===== src/rtl/uart_tx_sched_pkg.sv =====
// Shared types and constants for the UART transmit scheduler.
package uart_tx_sched_pkg;

    typedef enum bit [1:0] {
        IDLE    = 2'd0,
        SEND    = 2'd1,
        WAIT_HI = 2'd2,
        WAIT_LO = 2'd3
    } sched_state;

    typedef enum bit {
        SRC_ALU = 1'b0,
        SRC_RF  = 1'b1
    } src_t;

    // Ceiling of the 4-bit retry counter.
    localparam int RETRY_MAX = 15;

endpackage


===== src/rtl/uart_tx_sched_rr_arb2.sv =====
// Two-requester round-robin arbiter. req[0] is the ALU, req[1] the RF.
// last_grant also serves as the "currently granted source" for the
// scheduler, because it is written on every grant and held until the next.
module rr_arb2
    import uart_tx_sched_pkg::*;
(
    input  logic       CLK,
    input  logic       RST,
    input  logic [1:0] req,
    input  logic       update,
    output logic [1:0] grant,
    output logic       last_grant
);

    // One-hot grant; on a tie the source not served last wins.
    always_comb begin
        grant = 2'b00;
        case (req)
            2'b01:   grant = 2'b01;
            2'b10:   grant = 2'b10;
            2'b11:   grant = (last_grant == SRC_RF) ? 2'b01 : 2'b10;
            default: grant = 2'b00;
        endcase
    end

    // Remember the winner; reset to RF so the ALU wins the first tie.
    always_ff @(posedge CLK or negedge RST) begin
        if (!RST) begin
            last_grant <= SRC_RF;
        end else if (update && (grant != 2'b00)) begin
            last_grant <= grant[1];
        end
    end

endmodule


===== src/rtl/uart_tx_sched.sv =====
// UART transmit scheduler: buffers one ALU word and one RF byte, picks
// between them round-robin and hands bytes to UART_TX with busy handshake.
//
// state   | meaning
// --------+-----------------------------------------------------------
// IDLE    | nothing granted; arbitrate pending sources, load byte 0
// SEND    | pulse tx_data_valid once tx_busy is low
// WAIT_HI | wait for tx_busy to rise; time out and re-send
// WAIT_LO | frame in flight; on busy fall go to next byte or finish
module uart_tx_sched
    import uart_tx_sched_pkg::*;
#(
    parameter int DATA_WIDTH    = 8,
    parameter int BUSY_WAIT_MAX = 4
) (
    input  logic                    CLK,
    input  logic                    RST,
    input  logic                    alu_valid,
    input  logic [2*DATA_WIDTH-1:0] alu_data,
    output logic                    alu_ready,
    input  logic                    rf_valid,
    input  logic [DATA_WIDTH-1:0]   rf_data,
    output logic                    rf_ready,
    input  logic                    tx_busy,
    output logic [DATA_WIDTH-1:0]   tx_p_data,
    output logic                    tx_data_valid,
    output logic                    sched_active,
    output logic [3:0]              retry_cnt
);

    localparam logic [1:0] S_IDLE    = IDLE;
    localparam logic [1:0] S_SEND    = SEND;
    localparam logic [1:0] S_WAIT_HI = WAIT_HI;
    localparam logic [1:0] S_WAIT_LO = WAIT_LO;

    logic [1:0]              state;
    logic                    alu_pend;
    logic                    rf_pend;
    logic [2*DATA_WIDTH-1:0] alu_hold;
    logic [DATA_WIDTH-1:0]   rf_hold;
    logic                    byte_idx;
    logic [3:0]              wait_cnt;
    logic [1:0]              grant;
    logic                    cur_src;
    logic                    byte_done;

    assign alu_ready     = !alu_pend;
    assign rf_ready      = !rf_pend;
    assign tx_data_valid = (state == S_SEND) && !tx_busy;
    assign sched_active  = (state != S_IDLE);
    assign byte_done     = (state == S_WAIT_LO) && !tx_busy;

    rr_arb2 u_arb (
        .CLK        (CLK),
        .RST        (RST),
        .req        ({rf_pend, alu_pend}),
        .update     (state == S_IDLE),
        .grant      (grant),
        .last_grant (cur_src)
    );

    // Holding registers: capture on valid && ready, release after last byte.
    always_ff @(posedge CLK or negedge RST) begin
        if (!RST) begin
            alu_pend <= 1'b0;
            rf_pend  <= 1'b0;
            alu_hold <= '0;
            rf_hold  <= '0;
        end else begin
            if (alu_valid && !alu_pend) begin
                alu_pend <= 1'b1;
                alu_hold <= alu_data;
            end else if (byte_done && (cur_src == SRC_ALU) && byte_idx) begin
                alu_pend <= 1'b0;
            end
            if (rf_valid && !rf_pend) begin
                rf_pend <= 1'b1;
                rf_hold <= rf_data;
            end else if (byte_done && (cur_src == SRC_RF)) begin
                rf_pend <= 1'b0;
            end
        end
    end

    // Send sequencer, byte register, busy-timeout and retry counters.
    always_ff @(posedge CLK or negedge RST) begin
        if (!RST) begin
            state     <= S_IDLE;
            byte_idx  <= 1'b0;
            wait_cnt  <= '0;
            retry_cnt <= '0;
            tx_p_data <= '0;
        end else begin
            case (state)
                S_IDLE: begin
                    if (grant != 2'b00) begin
                        state     <= S_SEND;
                        byte_idx  <= 1'b0;
                        tx_p_data <= grant[0] ? alu_hold[DATA_WIDTH-1:0] : rf_hold;
                    end
                end
                S_SEND: begin
                    if (!tx_busy) begin
                        state    <= S_WAIT_HI;
                        wait_cnt <= '0;
                    end
                end
                S_WAIT_HI: begin
                    if (tx_busy) begin
                        state <= S_WAIT_LO;
                    end else if (wait_cnt == 4'(BUSY_WAIT_MAX - 1)) begin
                        // UART_TX never acknowledged: re-send the same byte.
                        state <= S_SEND;
                        if (retry_cnt != 4'(RETRY_MAX)) begin
                            retry_cnt <= retry_cnt + 4'd1;
                        end
                    end else begin
                        wait_cnt <= wait_cnt + 4'd1;
                    end
                end
                S_WAIT_LO: begin
                    if (!tx_busy) begin
                        if ((cur_src == SRC_ALU) && !byte_idx) begin
                            byte_idx  <= 1'b1;
                            tx_p_data <= alu_hold[2*DATA_WIDTH-1:DATA_WIDTH];
                            state     <= S_SEND;
                        end else begin
                            state <= S_IDLE;
                        end
                    end
                end
                default: state <= S_IDLE;
            endcase
        end
    end

endmodule

===== config.mk =====
export PLATFORM = sky130hd
export DESIGN_NAME = uart_tx_sched
export DESIGN_NICKNAME = d
export VERILOG_FILES = /design/src/rtl/uart_tx_sched_pkg.sv /design/src/rtl/uart_tx_sched_rr_arb2.sv /design/src/rtl/uart_tx_sched.sv
export SDC_FILE = /design/constraint.sdc
export NUM_CORES = 1
export LEC_CHECK = 0
export BUFFER_PORTS_ARGS = -buffer_cell sky130_fd_sc_hd__buf_4
export CORE_ASPECT_RATIO = 1.2
export CORE_MARGIN = 2
export CORE_UTILIZATION = 58
export DETAILED_ROUTE_END_ITERATION = 7
export PLACE_DENSITY_LB_ADDON = 0.12
export SYNTH_ARGS = -nofsm -noshare
export SYNTH_HDL_FRONTEND = slang
export SYNTH_SLANG_ARGS = --single-unit
export TNS_END_PERCENT = 10

===== constraint.sdc =====
create_clock -name CLK -period 3.35 [get_ports CLK]
set_input_delay 0 -clock CLK [delete_from_list [all_inputs] [get_ports CLK]]
set_output_delay 0 -clock CLK [all_outputs]
set_load 0.01 [all_outputs]

==> summary.txt, run 1 <==
Yosys
  – Register area share after synthesis: 0.547
  – Most numerous cell in the Yosys netlist: dfrtp_1
  – Ys flop type: dfrtp_1
  – Number of flops mapped to enable cells by yosys: 0
  – FFs w/ async S/R, synth: 1.00
  – Top cells by count, synth: dfrtp_1, mux2_2, o21ai_0, a31oi_1, o2bb2ai_1
  – Ys Warns: 0
  – Post-synth top area cell: dfrtp_1
  – Cell Area, Synth: 0.00211 mm²
  – Number of distinct library cells after synthesis: 38
  – Avg Cell Area, Syn: around 12 µm²
  – Post-synth top area share: 0.534
  – Count of state elements after synthesis: 46
  – Synthesized instance count: 177
  – Synth area leaders: dfrtp_1, mux2_2, o21ai_0
  – Synthesized net count: 208

Route
  – Via Count: 1629
  – Post-route ant nets: 0
  – Routed WL per cell: around 17 µm
  – First-pass DRT Iterations: 4
  – Number of vias per cell: 5.76
  – DRC Markers: 0
  – Initial DRC Count: 125
  – Routed WL: roughly 4700 µm

Global route
  – Gr usage total: 0.252
  – First-pass GRT wire length: 7820 µm
  – Largest net degree at the start of global routing: between 40 and 50
  – Vias in the first global route: 1631
  – Congestion Overflow GR: 0
  – Initial antenna violation count: 0

Power
  – Power per cell area: 813 mW/mm²
  – VDD IR max: approximately 0.43 mV
  – Sw Ratio: 0.367
  – Comb pwr share: 0.398
  – LEAKAGE: 1.24 nW
  – Clock share of power: 0.139
  – Int Power: 0.00143 W
  – Total chip power: 0.00226 W
  – Reg power frac: 0.463
  – Psw: 0.000828 W

Setup path
  – CP arrival: 2140 ps
  – Max stage delay on crit path: 680 ps
  – CP top delay family: simple AND/OR/NAND/NOR gates
  – Crit. End Element: register
  – Worst path bufs/invs: 1
  – Peak fanout along the critical path: 13
  – Worst setup SP type: register
  – Critical path class: reg2reg
  – CP max stage cell: nor2b_1
  – CP required: 3530 ps
  – Critical path, cell by cell: nor2b_1, buf_4, mux2_2

Layout
  – Diodes inserted: 0
  – Area grow syn2layout: 31.5%
  – Area of the multi-input gates: 888 µm²
  – # fillers: 229
  – Layout Nets: 275
  – Design Area, Final: 0.00277 mm²
  – Final core utilization: 0.782
  – Seq. cell area: 0.00115 mm²
  – Share of cells above drive strength 1: 0.328

Die
  – Die height: around 70 µm
  – Io pins: 45
  – Starting Density: 0.595
  – DIE AREA: 0.00414 mm²
  – Die X-Extent: approximately 59 µm
  – Core ar.: about 0.0035 mm²
  – Num rows: 24

Timing
  – Min Tclk post-route: between 1500 and 2000 ps
  – Max-slew violation count: 0
  – Tcrit/Tclk final: 0.584
  – Final setup vio count: 0
  – Achievable Freq: 0.512 GHz
  – Sum Neg Setup Slack: 0 ps
  – Final hold vios: 0
  – RSZ-0062 raised after global routing: no
  – Worst-Margin Slew: 796 ps
  – Final worst slack: around 1400 ps
  – Clk_skew: between 3 and 4 ps
  – Relative slew slack: 0.468

Clocking
  – Clock Tree Buf Depth: 2
  – H-tree lvl count: 2
  – Reg clk slew, reported paths: about 80 ps
  – Root Buffer: clkbuf_8
  – CTS tree: done
  – CTS sink cnt: 46
  – Setup Fix Bufs, Post-CTS: 0
  – CTS Buf Count: 5
  – Skew-Pair Late Insertion Delay: 300 ps

Min path
  – Hold Path Class: in2reg

Placement
  – Placed Area: 0.00245 mm²
  – Port buffer count: 44
  – GPL Wtd Cong: around 0.77
  – Place WS: 1430 ps
  – Dpl hpwl: between 3000 and 4000 µm

Flow run
  – Max Cap Viol: 0

Status
  – Status: finished, final reports clean
## metal layers
layer  share of wire  GRT usage
met1            0.41      0.326
met2            0.54      0.421
met3           0.034     0.0444
met4           0.017     0.0859
met5               0          0
## stage by stage
stage / hold slack (ps) / instances
after global routing: 52.6 / 283
after global placement: 19.0 / 251
after CTS: 13.5 / 283
after detailed placement: 39.6 / 251
final: 23.4 / 283
after floorplan: -296 / 177
## sequential cells by signal, indices dropped and copies added (netlist names), 2 cells and up
signal     flops
alu_hold      16
tx_p_data      8
state          2
retry_cnt      4
rf_hold        8
wait_cnt       4
## power by group through the flow
stage                     Combinational (W)  Clock, W  Sequential, W
after detailed placement           0.000871         0        0.00105
after floorplan                    0.000644         0       0.000958
after global placement             0.000827         0        0.00103
after global routing               0.000990  0.000342        0.00108
final                              0.000897  0.000314        0.00104
after CTS                          0.000899  0.000321        0.00104
## worst register-to-register path, stage by stage, from the launching register on
cell and delay (ps):
dfrtp_1 510, nor2b_1 680, buf_4 300, mux2_2 350
## final cells by class
cell class / instances / share of cell area
repair buffers: 70 / 0.212
clock buffers: 7 / 0.0275
well taps: 39 / 0.0176
flip-flops and latches: 46 / 0.416
inverters: 5 / 0.00677
multi-input cells: 116 / 0.320
## placed cells by master, fill, tap and decap left out, types with 6 or more instances in the layout
cell	count
o21ai_0	20
dlygate4sd3_1	25
nor2_1	6
buf_4	45
mux2_2	25
dfrtp_1	45
a31oi_1	9
o2bb2ai_1	8
## worst paths after layout
path | start | end | slack [ps] | depth (start not counted)
max | alu_pend$_DFFE_PN0P_ | alu_hold[1]$_DFFE_PN0P_ | 1390 | 3
min | tx_busy | wait_cnt[1]$_DFFE_PN0P_ | 20 | 3
max reg2reg | alu_pend$_DFFE_PN0P_ | alu_hold[1]$_DFFE_PN0P_ | 1390 | 3
min reg2reg | alu_hold[9]$_DFFE_PN0P_ | alu_hold[9]$_DFFE_PN0P_ | 510 | 1
max in group asynchronous | RST | alu_hold[9]$_DFFE_PN0P_ | 2720 | 2
min in group asynchronous | RST | retry_cnt[1]$_DFFE_PN0P_ | 240 | 2
## cell families (layout without fill, tap and decap cells)
| logic type | after synthesis | after routing | synth area share |
|---|---|---|---|
| buf+inv | 15 | 82 | 0.0320 |
| compound gates | 55 | 55 | 0.177 |
| mux | 26 | 26 | 0.138 |
| flops | 46 | 46 | 0.547 |
| fa+ha+maj | 2 | 2 | 0.0119 |
| xor+xnor | 3 | 3 | 0.0125 |
| simple gates | 30 | 30 | 0.0819 |
## what timing repair did
action                     4_1_cts  5_1_grt
setup endpoints to repair        0        0
hold buffers                    25        0
hold endpoints to repair        69        0
gates resized for setup          0        0
(Power assumes the default switching activity.)
==> inputs of run 2 (changes only) <==
--- a/config.mk
+++ b/config.mk
@@ -8,7 +8,7 @@
 export BUFFER_PORTS_ARGS = -buffer_cell sky130_fd_sc_hd__buf_4
 export CORE_ASPECT_RATIO = 1.2
 export CORE_MARGIN = 2
-export CORE_UTILIZATION = 58
+export CORE_UTILIZATION = 48
 export DETAILED_ROUTE_END_ITERATION = 7
 export PLACE_DENSITY_LB_ADDON = 0.12
 export SYNTH_ARGS = -nofsm -noshare
==> constraint.sdc (replaced) <==
create_clock -name CLK -period 1.7 [get_ports CLK]
set_input_delay 0 -clock CLK [delete_from_list [all_inputs] [get_ports CLK]]
set_output_delay 0 -clock CLK [all_outputs]
set_load 0.01 [all_outputs]
==> run 2 against run 1 <==
  * Critical path depth increased by 1
  * Register-to-register slack got worse by 1300 ps
  * Combinational power grew 110%
  * Clock-buffer cell count is the same
  * First-iteration DRC count decreased by 34%
  * Clock skew is 4.6 ps higher
  * Sequential share of layout area fell by 1.2 points
==> summary.txt, run 2 (synthesized netlist as in run 1, its figures left out) <==
Min path
  – Hold Path Class: in2reg
  – Hold endpoint: wait_cnt[2]$_DFFE_PN0P_
  – Hold Startpoint: tx_busy
  – Hold path depth: 3 (unchanged)

Setup path
  – Worst reg2reg setup slack: 60 ps (-1330 ps)
  – CP arrival: 1830 ps (-310 ps)
  – Worst R2R Path Depth: 4 (+1)
  – CP required: 1890 ps (-1640 ps)
  – Reg-to-reg endpoint: retry_cnt[1]$_DFFE_PN0P_
  – Worst setup SP type: register
  – Peak fanout along the critical path: 5 (-8)
  – Critical path class: reg2reg
  – FF-to-FF Start: wait_cnt[0]$_DFFE_PN0P_
  – Crit. End Element: register

Global route
  – Gr usage total: 0.225 (-0.0274)
  – Initial antenna violation count: 0 (unchanged)
  – First-pass GRT wire length: 8360 µm (+7.0%)
  – Largest net degree at the start of global routing: 47 (unchanged)
  – Congestion Overflow GR: 0 (unchanged)
  – Vias in the first global route: 1736 (+6.4%)

Route
  – Number of vias per cell: 5.40 (-6.3%)
  – Routed WL: 5080 µm (+7.9%)
  – WL met2: 2910 µm (+15%)
  – Post-route ant nets: 0 (unchanged)
  – WL met3: 147 µm (-7.5%)
  – DRC Markers: 0 (unchanged)
  – Routed WL per cell: 16.6 µm (-0.23%)
  – Top Metal Used: met4
  – First-pass DRT Iterations: 4 (unchanged)
  – Initial DRC Count: 83 (-34%)
  – DRT met1 WL: 1980 µm (+2.4%)
  – Via Count: 1651 (+1.4%)

Timing
  – Tcrit/Tclk final: 0.962 (+0.378)
  – Min Tclk post-route: 1640 ps (-320 ps)
  – Final setup vio count: 0 (unchanged)
  – Max-slew violation count: 0 (unchanged)
  – Final worst slack: 64.9 ps (-1330 ps)
  – Worst-Margin Slew: 582 ps (-214 ps)
  – Relative slew slack: 0.612 (+0.144)
  – Clk_skew: 7.75 ps (+4.62 ps)
  – RSZ-0062 raised after global routing: no
  – Final hold vios: 0 (unchanged)
  – Achievable Freq: 0.612 GHz (+20%)
  – Sum Neg Setup Slack: 0 ps (unchanged)

Layout
  – Design Area, Final: 0.00286 mm² (+3.1%)
  – Largest register FFs: 16 (unchanged)
  – Area grow syn2layout: 35.6%
  – Diodes inserted: 0 (unchanged)
  – Top Registers: alu_hold x16, rf_hold x8, tx_p_data x8
  – Final core utilization: 0.676 (-0.106)
  – Layout Nets: 280 (+1.8%)
  – Most frequent cells in the layout: buf_4, dfrtp_1, mux2_2, dlygate4sd3_1, o21ai_0
  – Commonest non-fill, non-tap cell in the layout: buf_4
  – Most flop-heavy register: alu_hold
  – Share of cells above drive strength 1: 0.360 (+0.0321)

Placement
  – GPL Wtd Cong: 0.757 (-2.3%)
  – Placed Area: 0.00250 mm² (+2.4%)
  – Dpl hpwl: 3510 µm (+8.3%)
  – Place WS: 3.93 ps (-1430 ps)
  – Port buffer count: 44 (unchanged)

Power
  – Comb pwr share: 0.409 (+0.011)
  – Power per cell area: 1610 mW/mm² (+98%)
  – VDD IR max: 0.845 mV (+97%)
  – Psw: 0.00170 W (+100%)
  – Clock share of power: 0.148 (+0.009)
  – Reg power frac: 0.444 (-0.019)
  – Total chip power: 0.00461 W (+100%)
  – Int Power: 0.00291 W (+100%)
  – LEAKAGE: 1.27 nW (+2.4%)
  – Sw Ratio: 0.368 (+0.00120)

Die
  – DIE AREA: 0.00494 mm² (+19%)
  – Starting Density: 0.499 (-0.0965)
  – Num rows: 26 (+8.3%)
  – Core ar.: 0.00423 mm² (+19%)
  – Die height: 76.6 µm (+9.4%)
  – Die X-Extent: 64.5 µm (+9.3%)
  – Io pins: 45 (unchanged)

Clocking
  – Clock Tree Buf Depth: 2 (unchanged)
  – CTS sink cnt: 46 (unchanged)
  – Skew-Pair Late Insertion Delay: 300 ps (about the same)
  – CTS tree: done
  – CTS Buf Count: 5 (unchanged)
  – Setup Fix Bufs, Post-CTS: 0 (unchanged)
  – Reg clk slew, reported paths: 80 ps (about the same)
  – Root Buffer: clkbuf_8
  – H-tree lvl count: 2 (unchanged)

Flow run
  – Max Cap Viol: 0 (unchanged)

Status
  – Status: finished, final reports clean
[run 2: final cells by class]
type,count,area (µm²)
Inverter,5,18.8
Sequential cell,46,1150
Clock buffer,7,86.3
Timing Repair Buffer,75,626
Fill cell,333,1370
Tap cell,56,70.1
Multi-Input combinational cell,116,900
Clock inverter,1,5.00
[run 2: layer usage]
metal,track usage,up-vias
li1,-,794
met1,0.247,822
met2,0.423,30
met3,0.0487,5
met4,0.0681,0
met5,0,-
[run 2: worst max-delay path by stage]
stage | from | end | slack (ps) | depth (start not counted)
final | wait_cnt[0]$_DFFE_PN0P_ | retry_cnt[1]$_DFFE_PN0P_ | 60 | 4
after detailed placement | wait_cnt[0]$_DFFE_PN0P_ | retry_cnt[1]$_DFFE_PN0P_ | 4 | 4
after CTS | wait_cnt[0]$_DFFE_PN0P_ | retry_cnt[1]$_DFFE_PN0P_ | 1 | 4
after global placement | wait_cnt[0]$_DFFE_PN0P_ | retry_cnt[1]$_DFFE_PN0P_ | 110 | 4
after floorplan | wait_cnt[0]$_DFFE_PN0P_ | retry_cnt[1]$_DFFE_PN0P_ | 170 | 4
after global routing | wait_cnt[0]$_DFFE_PN0P_ | retry_cnt[1]$_DFFE_PN0P_ | 7 | 4
[run 2: critical path, cell delays in order, from the launching register on]
cell     delay (ps)
dfrtp_1         440
ha_2            230
nor3b_4         240
and4_4          290
mux2_2          330
[run 2: per-stage QoR]
stage,std cells,hold WS [ps]
after floorplan,177,-296
after global placement,273,23.9
after detailed placement,273,31.5
after CTS,306,19.9
after global routing,306,49.2
final,306,23.2
[run 2: power groups by stage]
stage / Clock [W] / Sequential (W) / Combinational, W
3_3_place_gp: 0 / 0.00201 / 0.00173
4_1_cts: 0.000697 / 0.00202 / 0.00188
2_1_floorplan: 0 / 0.00189 / 0.00127
3_5_place_dp: 0 / 0.00204 / 0.00183
5_1_grt: 0.000751 / 0.00211 / 0.00206
6_report: 0.000681 / 0.00204 / 0.00188
[run 2: repair_timing]
action	4_1_cts	5_1_grt
hold endpoints to repair	69	0
hold buffers	25	0
gates resized for setup	0	5
setup endpoints to repair	0	10
